## src/rtl/counter_pkg.sv

```systemverilog
// Shared types, constants and helpers for the preset up/down counter.
//   seg7_t       : one 7-segment digit, active-low, bit0=a .. bit6=g
//   SEG_DIGIT    : segment patterns for decimal digits 0..9
//   SEG_BLANK    : all segments off
//   bcd_to_seg7  : BCD nibble to segment pattern (non-decimal codes blank)
package counter_pkg;

    typedef logic [6:0] seg7_t;

    localparam seg7_t SEG_DIGIT [0:9] = '{
        7'b1000000, 7'b1111001, 7'b0100100, 7'b0110000, 7'b0011001,
        7'b0010010, 7'b0000010, 7'b1111000, 7'b0000000, 7'b0010000
    };

    localparam seg7_t SEG_BLANK = 7'b1111111;

    function automatic seg7_t bcd_to_seg7(input logic [3:0] bcd);
        seg7_t s;
        case (bcd)
            4'd0:    s = SEG_DIGIT[0];
            4'd1:    s = SEG_DIGIT[1];
            4'd2:    s = SEG_DIGIT[2];
            4'd3:    s = SEG_DIGIT[3];
            4'd4:    s = SEG_DIGIT[4];
            4'd5:    s = SEG_DIGIT[5];
            4'd6:    s = SEG_DIGIT[6];
            4'd7:    s = SEG_DIGIT[7];
            4'd8:    s = SEG_DIGIT[8];
            4'd9:    s = SEG_DIGIT[9];
            default: s = SEG_BLANK;
        endcase
        return s;
    endfunction

endpackage

```

## src/rtl/button_conditioner.sv

```systemverilog
// Raw push-button conditioning: 2-FF synchroniser, debouncer and
// rising-edge pulse generator.
//   clk        : system clock
//   rst_n      : asynchronous active-low reset
//   btn_raw_i  : raw asynchronous button level
//   pulse_o    : one-cycle pulse on each accepted press
module button_conditioner #(
    parameter int DEB_CYCLES = 4
) (
    input  logic clk,
    input  logic rst_n,
    input  logic btn_raw_i,
    output logic pulse_o
);

    localparam int CW = (DEB_CYCLES > 1) ? $clog2(DEB_CYCLES) : 1;
    localparam logic [CW-1:0] RUN_LAST = CW'(DEB_CYCLES - 1);

    logic          sync1_q, sync2_q;
    logic          db_q, db_d;
    logic          db_prev_q;
    logic [CW-1:0] run_q, run_d;

    // The level flips on the DEB_CYCLES-th consecutive mismatching cycle;
    // any matching cycle restarts the run.
    always_comb begin
        db_d  = db_q;
        run_d = '0;
        if (sync2_q != db_q) begin
            if (run_q == RUN_LAST) begin
                db_d = sync2_q;
            end else begin
                run_d = run_q + CW'(1);
            end
        end
    end

    always_ff @(posedge clk or negedge rst_n) begin
        if (!rst_n) begin
            sync1_q   <= 1'b0;
            sync2_q   <= 1'b0;
            db_q      <= 1'b0;
            db_prev_q <= 1'b0;
            run_q     <= '0;
        end else begin
            sync1_q   <= btn_raw_i;
            sync2_q   <= sync1_q;
            db_q      <= db_d;
            db_prev_q <= db_q;
            run_q     <= run_d;
        end
    end

    assign pulse_o = db_q & ~db_prev_q;

endmodule

```

## src/rtl/preset_updown_counter.sv

```systemverilog
// Button-driven up/down counter with three presets, wrap/saturate
// boundary mode and a decimal 7-segment readout.
//   clk, rst_n            : system clock, asynchronous active-low reset
//   inc, dec              : raw step buttons
//   num1, num2, num3      : raw preset-load buttons
//   sat                   : 0 = wrap at boundaries, 1 = saturate
//   count                 : current value
//   lim                   : one-cycle pulse when a step hits a boundary
//   at_zero, at_max       : count == 0, count == 2^N-1
//   seg                   : DIGITS x 7 active-low segments, digit 0 lowest
module preset_updown_counter
    import counter_pkg::*;
#(
    parameter int N          = 6,
    parameter int DIGITS     = 2,
    parameter int DEB_CYCLES = 4,
    parameter int PRESET1    = 1,
    parameter int PRESET2    = 2 ** (N - 1),
    parameter int PRESET3    = 2 ** N - 1
) (
    input  logic                  clk,
    input  logic                  rst_n,
    input  logic                  inc,
    input  logic                  dec,
    input  logic                  num1,
    input  logic                  num2,
    input  logic                  num3,
    input  logic                  sat,
    output logic [N-1:0]          count,
    output logic                  lim,
    output logic                  at_zero,
    output logic                  at_max,
    output logic [DIGITS*7-1:0]   seg
);

    function automatic longint pow10(input int e);
        longint r;
        r = 1;
        for (int i = 0; i < e; i++) r = r * 10;
        return r;
    endfunction

    if (((longint'(1) << N) - 1) >= pow10(DIGITS)) begin : g_digits_check
        $error("DIGITS too small to display 2^N-1");
    end
    if (DEB_CYCLES < 1) begin : g_deb_check
        $error("DEB_CYCLES must be at least 1");
    end

    localparam logic [N-1:0] P1 = PRESET1[N-1:0];
    localparam logic [N-1:0] P2 = PRESET2[N-1:0];
    localparam logic [N-1:0] P3 = PRESET3[N-1:0];
    localparam logic [N-1:0] MAXV = '1;

    // Button order: 0=inc 1=dec 2=num1 3=num2 4=num3
    logic [4:0] btn_raw;
    logic [4:0] ev;

    assign btn_raw = {num3, num2, num1, dec, inc};

    for (genvar b = 0; b < 5; b++) begin : g_btn
        button_conditioner #(.DEB_CYCLES(DEB_CYCLES)) u_cond (
            .clk       (clk),
            .rst_n     (rst_n),
            .btn_raw_i (btn_raw[b]),
            .pulse_o   (ev[b])
        );
    end

    logic [N-1:0] count_q, count_d;
    logic         lim_q, lim_d;
    logic [N:0]   up, dn;

    // Carry/borrow comes from the extra top bit of the widened result.
    assign up = {1'b0, count_q} + {{N{1'b0}}, 1'b1};
    assign dn = {1'b0, count_q} - {{N{1'b0}}, 1'b1};

    always_comb begin
        count_d = count_q;
        lim_d   = 1'b0;
        if (ev[2]) begin
            count_d = P1;
        end else if (ev[3]) begin
            count_d = P2;
        end else if (ev[4]) begin
            count_d = P3;
        end else if (ev[0] && !ev[1]) begin
            lim_d = up[N];
            if (!(up[N] && sat)) count_d = up[N-1:0];
        end else if (ev[1] && !ev[0]) begin
            lim_d = dn[N];
            if (!(dn[N] && sat)) count_d = dn[N-1:0];
        end
    end

    always_ff @(posedge clk or negedge rst_n) begin
        if (!rst_n) begin
            count_q <= '0;
            lim_q   <= 1'b0;
        end else begin
            count_q <= count_d;
            lim_q   <= lim_d;
        end
    end

    assign count   = count_q;
    assign lim     = lim_q;
    assign at_zero = (count_q == '0);
    assign at_max  = (count_q == MAXV);

    // Double-dabble: add 3 to any BCD digit >= 5 before each shift.
    function automatic logic [4*DIGITS-1:0] bin_to_bcd(input logic [N-1:0] bin);
        logic [4*DIGITS-1:0] bcd;
        bcd = '0;
        for (int i = N - 1; i >= 0; i--) begin
            for (int d = 0; d < DIGITS; d++) begin
                if (bcd[4*d +: 4] >= 4'd5) bcd[4*d +: 4] = bcd[4*d +: 4] + 4'd3;
            end
            bcd = {bcd[4*DIGITS-2:0], bin[i]};
        end
        return bcd;
    endfunction

    logic [4*DIGITS-1:0] bcd;
    assign bcd = bin_to_bcd(count_q);

    for (genvar d = 0; d < DIGITS; d++) begin : g_seg
        assign seg[7*d +: 7] = bcd_to_seg7(bcd[4*d +: 4]);
    end

endmodule

```

## config.mk

```make
export PLATFORM = sky130hd
export DESIGN_NAME = preset_updown_counter
export DESIGN_NICKNAME = d
export VERILOG_FILES = /design/src/rtl/counter_pkg.sv /design/src/rtl/button_conditioner.sv /design/src/rtl/preset_updown_counter.sv
export SDC_FILE = /design/constraint.sdc
export NUM_CORES = 1
export LEC_CHECK = 0
export CAP_MARGIN = 25
export CORE_MARGIN = 4
export CORE_UTILIZATION = 25
export CTS_BUF_LIST = sky130_fd_sc_hd__clkbuf_4 sky130_fd_sc_hd__clkbuf_8 sky130_fd_sc_hd__clkbuf_16
export CTS_CLUSTER_DIAMETER = 100
export DETAILED_ROUTE_END_ITERATION = 12
export HOLD_SLACK_MARGIN = 0.1
export RECOVER_POWER = 100
export SYNTH_ARGS = -nofsm -noshare
export SYNTH_HDL_FRONTEND = slang
export SYNTH_SLANG_ARGS = --single-unit
```

## constraint.sdc

```tcl
create_clock -name clk -period 4.55 [get_ports clk]
set_clock_uncertainty 0.2 [all_clocks]
set_input_delay 0.91 -clock clk [delete_from_list [all_inputs] [get_ports clk]]
set_output_delay 0.91 -clock clk [all_outputs]
set_load 0.05 [all_outputs]
```

==> out/results.ini <==
[clock_network]
clk_pin_slew_worst_paths_ps=70
numCtsBuffers=5
insertion_delay_ps=290
clkSinkCount=37
cts_hold_buf=0
cts_tree=done
root_buffer=clkbuf_8
clk_path_buf_depth=2
h-tree-depth=2

[yosys]
synthMuxAreaShare_pct=4.87
synth-simple-area-share_pct=16.0
synth.most_common_cell=dfrtp_1
yosysTopAreaCellShare_pct=40.1
yosysSeqAreaShare_pct=40.1
synth_compound_area_share_pct=19.9
synth-xor-area-share_pct=5.09
syn-cell-area_mm2=0.00231
synth_ff_type=dfrtp_1
synthTopCellsByCount=dfrtp_1, ha_1, nand2_1
synth.area.top_cells=dfrtp_1, ha_1, a21oi_1
yosys_warnings=0
synth_top_cell_by_area=dfrtp_1
ys_seq_elements=37
syn_inst=229
synth_top_family_by_area=compound AO/OA/AOI/OAI gates
async_flop_share_pct=100
syn_nets=255
synthAdderAreaFrac_pct=9.75
syn_area_per_cell_um2=10.1
yosysUniqueCellTypes=62
synth_edf_count=0

[global_routing]
antenna_found_initial=0
gr-usage-all-layers_pct=9.35
grt_max_degree=21
grt_use_met3_pct=2.23
grt_pass1_wl_mm=8.54
grt-busiest-layer=met2
met2_usage_pct=16.2
grt_pass1_vias=1851
grt_use_met1_pct=11.1
overflow=0

[layout]
num-fill-cells=886
fin_cells=380
nets=297
multiInputGateArea_mm2=0.00145
syn2layout_area_growth_pct=37.5
drive_gt1_share_pct=27.9
diodes=0
area.sequential_um2=928

[setup_path]
critPathRequiredTime_ps=3440
worstSetupPathType=reg2out
worstPathArrival_ps=3320
rr_worst_depth=8
worst_setup_path_end_kind=output port
path_max_fanout=7
cp-start-kind=flip-flop

[detailed_routing]
wire_per_inst_um=12.9
ant_nets=0
drt-total-wl_mm=4.90
first_pass_iters=4
first_iter_violations=58
drc_errors=0
vias_per_cell=4.86
vias=1845

[floorplanning]
row_count=34
die_x_um=104
die_y_um=104
die-area_mm2=0.0108
core_mm2=0.00885
ios=31
start_util_pct=26.1

[placed_design]
dp_hpwl_mm=3.69
gp_congestion=0.809
dp.cells=363
post-place-ws_ps=168
io_buffers=30

[sta]
tightest_slew_ps=911
timing.hold.ws_ps=149
finalMaxSlewViolations=0
final-setup-viol-count=0
timing.slew.headroom_pct=39.3
max_freq_ghz=0.226
timing.final.ws_setup_ps=124
timing_hold_violations_final=0
min_period_ps=4430
rsz0062_at_grt=true
finalCritPeriodShare_pct=97.3

[status]
outcome=finished clean

[min_path]
min_path_type=reg2reg
worstHoldPathCells=0

[run]
cap_violations=0

==> metal layers <==
layer,vias up,wire length (um)
met3,9,158
li1,903,-
met1,904,2220
met4,0,93
met2,29,2430
met5,-,0
==> per-stage QoR <==
step	setup TNS, ps	area [um^2]	util [%]
CTS	0	3110	35.1
global placement	0	3000	33.9
detailed placement	0	3000	33.9
global route	-113	3180	35.9
floorplan	-18.1	2450	-
finish	0	3180	35.9
==> final timing paths <==
| check | startpoint | slack, ps | end |
|---|---|---|---|
| setup / recovery | count[4] | 120 | seg[4] |
| hold / removal | g_btn[0].u_cond.sync1_q | 150 | g_btn[0].u_cond.sync2_q |
| setup reg to reg | count[1] | 1770 | count[1] |
| hold reg to reg | g_btn[0].u_cond.sync1_q | 150 | g_btn[0].u_cond.sync2_q |
| max in group asynchronous | rst_n | 1850 | g_btn[0].u_cond.db_q |
| min in group asynchronous | rst_n | 980 | g_btn[4].u_cond.run_q[1] |
==> layout make-up <==
class	count	share of cell area, %
sequential	37	29.2
clock inverter	3	0.551
inverter	14	1.81
multi-input combinational	170	45.6
timing repair buffer	43	16.4
tap	108	4.25
clock buffer	5	2.17
==> cell usage in the layout (no fill, tap or decap), types with 4 or more instances in the layout <==
cell type	n
a21oi_1	14
buf_12	13
buf_4	13
clkbuf_8	5
clkdlybuf4s50_1	5
dfrtp_1	35
dlygate4sd3_1	11
ha_1	15
inv_1	10
mux2_2	6
nand2_1	18
nand2b_1	4
nand3_1	5
nor2_1	12
nor2b_1	7
nor3_1	5
o21ai_1	5
xnor2_1	5
==> flip-flops by register name, indices dropped and copies added, names as in the netlist <==
| register | cells |
|---|---|
| g_btn.u_cond.db_prev_q | 5 |
| lim | 1 |
| g_btn.u_cond.sync1_q | 5 |
| g_btn.u_cond.sync2_q | 5 |
| g_btn.u_cond.db_q | 5 |
| count | 6 |
| g_btn.u_cond.run_q | 10 |
==> repair_timing <==
action                                  CTS  global route
resized for setup                         1             3
pin swaps                                 1             3
buffers inserted                          2             7
endpoints found under the setup margin    7             7
==> cell families (layout without fill, tap and decap cells) <==
family | after synthesis | after routing
AND/OR/NAND/NOR | 70 | 70
buffers and inverters | 22 | 65
multiplexers | 10 | 10
AO/OA/AOI/OAI | 61 | 61
flip-flops | 37 | 37
XOR/XNOR | 11 | 11
adder cells (fa/ha/maj) | 18 | 18
==> critical path, cell delays in order (launching register included) <==
cell	delay, ps
dfrtp_2	430
inv_4	90
ha_4	190
o21ai_4	80
xnor2_4	150
ha_1	180
nand2b_4	140
a32oi_4	370
mux2_4	380
o211a_4	270
or3_1	310
o221a_1	270
buf_12	160
Power is not shown: default switching activity piles up to over one toggle a cycle in this logic, so the estimate is an artifact.
